`config.mk`:
```
export PLATFORM = sky130hd
export DESIGN_NAME = lsu
export DESIGN_NICKNAME = d
export VERILOG_FILES = /design/src/rtl/lsu_pkg.sv /design/src/rtl/lsu_lane.sv /design/src/rtl/lsu.sv
export SDC_FILE = /design/constraint.sdc
export NUM_CORES = 1
export LEC_CHECK = 0
export BUFFER_PORTS_ARGS = -buffer_cell sky130_fd_sc_hd__buf_2
export CORE_ASPECT_RATIO = 0.9
export CORE_MARGIN = 2
export CORE_UTILIZATION = 50
export DETAILED_ROUTE_END_ITERATION = 10
export PLACE_DENSITY = 0.82
export SKIP_CTS_REPAIR_TIMING = 1
export SYNTH_ARGS = -nofsm -noshare
export SYNTH_HDL_FRONTEND = slang
export SYNTH_SLANG_ARGS = --single-unit
```
`constraint.sdc`:
```
create_clock -name clk -period 2.69 [get_ports clk]
set_clock_uncertainty 0.2 [all_clocks]
set_input_delay 0.1345 -clock clk [delete_from_list [all_inputs] [get_ports clk]]
set_output_delay 0.1345 -clock clk [all_outputs]
set_load 0.05 [all_outputs]
```
`src/rtl/lsu_pkg.sv`:
```
// Shared encodings for the load/store unit: MemOP codes and FSM state values.
package lsu_pkg;

  localparam logic [2:0] MEMOP_B  = 3'b000;
  localparam logic [2:0] MEMOP_H  = 3'b001;
  localparam logic [2:0] MEMOP_W  = 3'b010;
  localparam logic [2:0] MEMOP_BU = 3'b100;
  localparam logic [2:0] MEMOP_HU = 3'b101;

  typedef enum logic [1:0] {
    LSU_IDLE = 2'd0,
    LSU_REQ  = 2'd1,
    LSU_WAIT = 2'd2,
    LSU_DONE = 2'd3
  } lsu_state_e;

endpackage

```
`src/rtl/lsu_lane.sv`:
```
// Combinational byte-lane logic: access legality, store replication/masking,
// and load shift with sign/zero extension.
module lsu_lane
  import lsu_pkg::*;
(
  input  logic        chk_ren_i,
  input  logic        chk_wen_i,
  input  logic [2:0]  chk_op_i,
  input  logic [1:0]  chk_off_i,
  output logic        op_err_o,
  input  logic [2:0]  op_i,
  input  logic [1:0]  off_i,
  input  logic [31:0] wdata_i,
  input  logic [31:0] resp_i,
  output logic [31:0] lane_wdata_o,
  output logic [3:0]  lane_wmask_o,
  output logic [31:0] load_o
);

  logic [31:0] shifted;

  // Reserved encodings are x11 and 110; unsigned variants exist for loads only.
  always_comb begin
    op_err_o = 1'b0;
    if (chk_ren_i && chk_wen_i) op_err_o = 1'b1;
    if (chk_op_i[1:0] == 2'b11 || chk_op_i == 3'b110) op_err_o = 1'b1;
    if (chk_wen_i && chk_op_i[2]) op_err_o = 1'b1;
    if (chk_op_i[1:0] == 2'b01 && chk_off_i[0]) op_err_o = 1'b1;
    if (chk_op_i[1:0] == 2'b10 && chk_off_i != 2'b00) op_err_o = 1'b1;
  end

  always_comb begin
    lane_wdata_o = wdata_i;
    lane_wmask_o = 4'b1111;
    case (op_i[1:0])
      2'b00: begin
        lane_wdata_o = {4{wdata_i[7:0]}};
        lane_wmask_o = 4'b0001 << off_i;
      end
      2'b01: begin
        lane_wdata_o = {2{wdata_i[15:0]}};
        lane_wmask_o = 4'b0011 << off_i;
      end
      default: ;
    endcase
  end

  assign shifted = resp_i >> {off_i, 3'b000};

  always_comb begin
    load_o = resp_i;
    case (op_i)
      MEMOP_B:  load_o = {{24{shifted[7]}}, shifted[7:0]};
      MEMOP_BU: load_o = {24'b0, shifted[7:0]};
      MEMOP_H:  load_o = {{16{shifted[15]}}, shifted[15:0]};
      MEMOP_HU: load_o = {16'b0, shifted[15:0]};
      default:  load_o = resp_i;
    endcase
  end

endmodule

```
`src/rtl/lsu.sv`:
```
// Load/store unit: accepts one memory op at a time, runs a single valid/ready
// bus transaction for it and returns extended load data with a one-cycle pulse.
module lsu
  import lsu_pkg::*;
#(
  parameter int TIMEOUT_CYC = 255
) (
  input  logic        clk,
  input  logic        rst,
  input  logic        in_valid,
  output logic        in_ready,
  input  logic        mem_ren,
  input  logic        mem_wen,
  input  logic [2:0]  mem_op,
  input  logic [31:0] addr,
  input  logic [31:0] wdata,
  output logic        out_valid,
  output logic [31:0] rdata,
  output logic        err,
  output logic        bus_req_valid,
  input  logic        bus_req_ready,
  output logic [31:0] bus_req_addr,
  output logic        bus_req_wen,
  output logic [31:0] bus_req_wdata,
  output logic [3:0]  bus_req_wmask,
  input  logic        bus_resp_valid,
  input  logic [31:0] bus_resp_data
);

  localparam int CW = $clog2(TIMEOUT_CYC + 1);

  lsu_state_e  state_q, state_d;
  logic [31:0] addr_q, addr_d;
  logic [31:0] wdata_q, wdata_d;
  logic [2:0]  op_q, op_d;
  logic        wen_q, wen_d;
  logic        err_q, err_d;
  logic [31:0] rdata_q, rdata_d;
  logic [CW-1:0] cnt_q, cnt_d;

  logic        accept;
  logic        opErr;
  logic        timeUp;
  logic [31:0] laneWdata;
  logic [3:0]  laneWmask;
  logic [31:0] loadData;
  logic [31:0] loadResult;

  lsu_lane u_lane (
    .chk_ren_i    (mem_ren),
    .chk_wen_i    (mem_wen),
    .chk_op_i     (mem_op),
    .chk_off_i    (addr[1:0]),
    .op_err_o     (opErr),
    .op_i         (op_q),
    .off_i        (addr_q[1:0]),
    .wdata_i      (wdata_q),
    .resp_i       (bus_resp_data),
    .lane_wdata_o (laneWdata),
    .lane_wmask_o (laneWmask),
    .load_o       (loadData)
  );

  assign accept     = (state_q == LSU_IDLE) && in_valid && (mem_ren || mem_wen);
  assign timeUp     = (cnt_q == CW'(TIMEOUT_CYC - 1));
  assign loadResult = wen_q ? 32'h0 : loadData;

  // A response captured in the same cycle the bus accepts the request skips WAIT;
  // completion always wins over a timeout that lands in the same cycle.
  always_comb begin
    state_d = state_q;
    addr_d  = addr_q;
    wdata_d = wdata_q;
    op_d    = op_q;
    wen_d   = wen_q;
    err_d   = err_q;
    rdata_d = rdata_q;
    cnt_d   = cnt_q;
    case (state_q)
      LSU_IDLE: begin
        if (accept) begin
          addr_d  = addr;
          wdata_d = wdata;
          op_d    = mem_op;
          wen_d   = mem_wen;
          err_d   = opErr;
          rdata_d = 32'h0;
          cnt_d   = '0;
          state_d = opErr ? LSU_DONE : LSU_REQ;
        end
      end
      LSU_REQ: begin
        cnt_d = cnt_q + CW'(1);
        if (bus_req_ready && bus_resp_valid) begin
          rdata_d = loadResult;
          state_d = LSU_DONE;
        end else if (timeUp) begin
          err_d   = 1'b1;
          state_d = LSU_DONE;
        end else if (bus_req_ready) begin
          state_d = LSU_WAIT;
        end
      end
      LSU_WAIT: begin
        cnt_d = cnt_q + CW'(1);
        if (bus_resp_valid) begin
          rdata_d = loadResult;
          state_d = LSU_DONE;
        end else if (timeUp) begin
          err_d   = 1'b1;
          state_d = LSU_DONE;
        end
      end
      LSU_DONE: state_d = LSU_IDLE;
      default:  state_d = LSU_IDLE;
    endcase
  end

  always_ff @(posedge clk) begin
    if (!rst) begin
      state_q <= LSU_IDLE;
      addr_q  <= 32'h0;
      wdata_q <= 32'h0;
      op_q    <= 3'b000;
      wen_q   <= 1'b0;
      err_q   <= 1'b0;
      rdata_q <= 32'h0;
      cnt_q   <= '0;
    end else begin
      state_q <= state_d;
      addr_q  <= addr_d;
      wdata_q <= wdata_d;
      op_q    <= op_d;
      wen_q   <= wen_d;
      err_q   <= err_d;
      rdata_q <= rdata_d;
      cnt_q   <= cnt_d;
    end
  end

  // Bus fields are forced to zero outside REQ so idle and reset outputs stay quiet.
  assign in_ready      = (state_q == LSU_IDLE);
  assign out_valid     = (state_q == LSU_DONE);
  assign err           = out_valid && err_q;
  assign rdata         = rdata_q;
  assign bus_req_valid = (state_q == LSU_REQ);
  assign bus_req_addr  = bus_req_valid ? {addr_q[31:2], 2'b00} : 32'h0;
  assign bus_req_wen   = bus_req_valid && wen_q;
  assign bus_req_wdata = bus_req_valid ? laneWdata : 32'h0;
  assign bus_req_wmask = bus_req_wen ? laneWmask : 4'b0000;

endmodule
```
==> flow_metrics.env <==
export IMPL_status="finished, final reports clean"
export IMPL_crit_path_end_kind="flip-flop"
export IMPL_yosysWarnings=0
export IMPL_antenna_found_initial=0
export IMPL_synth_area_mm2=0.005612
export IMPL_avgSynthCellArea_um2=7.948
export IMPL_ios=211
export IMPL_min_path_type="in -> reg"
export IMPL_root_buffer="clkbuf_16"
export IMPL_dp_hpwl_um=10740
export IMPL_first_pass_iters=5
export IMPL_fmax_mhz=392.0
export IMPL_die_y_um=104.5
export IMPL_num_vias=6140
export IMPL_grt_pass1_vias=5091
export IMPL_path_cells="inv_1 -> ha_2 -> o21ba_2 -> a2111oi_4 -> nand4b_4 -> o21bai_4 -> o21ai_0"
export IMPL_htreeDepth=3
export IMPL_ys_seq_elements=111
export IMPL_rows=36
export IMPL_overflow=0
export IMPL_post_route_drc_count=0
export IMPL_areaGrowthSynthToFinish_pct=43.57
export IMPL_period_share_pct=94.83
export IMPL_ir_worst_vdd_v=0.0005728
export IMPL_synthCells=706
export IMPL_vias_per_cell=5.362
export IMPL_synthArstFlopShare_pct=0
export IMPL_synthDistinctLibCells=52
export IMPL_arrival_ns=2.60
export IMPL_initial_core_util_pct=51.48
export IMPL_dr_first_iter_drc_count=578
export IMPL_post_route_min_period_ns=2.551
export IMPL_n_fill_cell=787
export IMPL_grtUsageTotal_pct=24.62
export IMPL_final_util_pct=73.91
export IMPL_synthFlopType="dfxtp_1"
export IMPL_cts_buffers=9
export IMPL_place_congestion=0.8483
export IMPL_clkTransAtPathRegs_ns=0.07
export IMPL_wire_per_inst_um=16.03
export IMPL_drive_gt1_share_pct=26.49
export IMPL_p_leak_nw=3.569
export IMPL_grt_max_degree=66
export IMPL_clkLatencyLatePin_ns=0.34
export IMPL_fin_tns_setup_ns=0
export IMPL_clkSinkCount=111
export IMPL_finalSetupViolations=0
export IMPL_met2WireLength_um=9066
export IMPL_fp_dieW_um=115.7
export IMPL_ant_nets=0
export IMPL_crit_path_max_incr_delay_ns=0.40
export IMPL_layout_nets=1102
export IMPL_critPathRequiredTime_ns=2.74
export IMPL_synth_top_area_share_pct=39.60
export IMPL_synth_edf_count=0
export IMPL_slew_headroom_pct=58.93
export IMPL_hold_viol=0
export IMPL_grt_setup_unrepaired="false"
export IMPL_cpMaxStageDelayCell="dfxtp_1"
export IMPL_core_area_mm2=0.01090
export IMPL_yosysSeqAreaShare_pct=39.60
export IMPL_cp_max_fo=16
export IMPL_topRoutingLayerUsed="met4"
export IMPL_path_buf_inv=1
export IMPL_path_class="reg -> reg"
export IMPL_wl_met1_um=7417
export IMPL_cap_violations=0
export IMPL_io_buffers=208
export IMPL_critPathTopFamily="compound AO/OA/AOI/OAI gates"
export IMPL_wl_met3_um=1435
export IMPL_drt_total_wl_um=18360
export IMPL_cp_start_kind="flip-flop"
export IMPL_die_area_mm2=0.01209
export IMPL_diodes=0
export IMPL_grt_pass1_wl_um=24390
export IMPL_power_density_mw_per_mm2=783.6
export IMPL_synth_area_leaders="dfxtp_1 40%, nand2_1 14%, a21boi_0 10%"
export IMPL_cts_tree="built"
export IMPL_drv_slew=0
export IMPL_worstMarginPinSlew_ns=0.6122
export IMPL_yosys_area_top_type="dfxtp_1"
export IMPL_cts_max_path_buffers=2
## routing by layer
metal	vias up	GRT usage, %
met5	-	0
li1	2925	-
met4	0	7.143
met2	305	39.22
met1	2865	32.57
met3	45	6.702
## synthesized netlist by cell type (5+ instances only)
library cell,instances
o21ai_0,23
o22ai_1,8
mux2i_1,25
inv_1,6
nor2b_1,14
dfxtp_1,111
and2_1,41
a32o_1,8
o211a_1,8
a21oi_1,14
buf_2,5
a21boi_0,77
nor2_1,34
nand2_1,203
clkbuf_1,42
ha_1,7
o211ai_1,12
o21ai_2,11
nand2b_1,9
## power by group
group	internal [W]	switching, W	leakage [nW]	total (W)
Sequential	0.00195	0.000200	0.905	0.00215
Combinational	0.000876	0.00201	2.53	0.00288
Clock	0.000676	0.000605	0.130	0.00128
Total	0.00350	0.00281	3.57	0.00631
## kinds of logic (layout without fill, tap and decap cells)
group,count (synthesis),count (layout),synth area share [%]
compound gates,176,176,23.57
flops,111,111,39.60
buf+inv,61,347,4.526
fa+ha+maj,7,7,1.561
simple gates,320,320,25.44
xor+xnor,5,5,0.7805
mux,25,25,4.459
other cells,1,2,0.06683
## cell usage in the layout (no fill, tap or decap), types with 11 or more instances in the layout
master           n
a21boi_0        77
a21oi_1         14
and2_1          41
buf_2          208
buf_4           16
dfxtp_1        111
dlygate4sd3_1  100
mux2i_1         25
nand2_1        203
nor2_1          33
nor2b_1         13
o211ai_1        12
o21ai_0         23
o21ai_2         11
## through the flow
stage | setup WS, ns | total power, W | hold WS [ns] | instances | instance area (um2)
floorplan | -0.2711 | 0.004205 | 0.07666 | 707 | 5615
global placement | 0.3564 | 0.004841 | 0.1789 | 1030 | 6771
detailed placement | 0.2281 | 0.004879 | 0.1842 | 1030 | 6771
CTS | 0.2321 | 0.006148 | -0.1786 | 1045 | 7056
global route | 0.01127 | 0.006623 | 0.1080 | 1145 | 8056
finish | 0.1391 | 0.006313 | 0.06430 | 1145 | 8056
## worst min-delay path, stage by stage
cell      delay, ns
buf_2          0.12
a221oi_1       0.11
a21oi_1        0.15
nor2_1         0.05
## final cells by class
type	instances	area, um2	share of cell area, %
clock buffers	11	252.7	3.137
inverters	7	26.28	0.3261
repair buffers	325	2182	27.08
flip-flops and latches	111	2222	27.58
well taps	152	190.2	2.361
clock inverters	4	31.28	0.3883
multi-input cells	535	3152	39.12
## flip-flops by register name, summed over array words and instances, names as in the netlist
name and count:
addr_q 32, cnt_q 8, err_q 1, op_q 3
rdata 32, state_q 2, wdata_q 32, wen_q 1
## path summary, 6_finish.rpt
check	from	endpoint	slack (ns)	cells past startpoint
worst max-delay path	state_q[1]	rdata[26]	0.14	7
worst min register to register	rdata[19]	rdata[19]	0.25	2
worst max register to register	state_q[1]	rdata[26]	0.14	7
worst min-delay path	bus_resp_valid	err_q	0.06	4
Note: power is estimated with default switching activity, not from simulation.
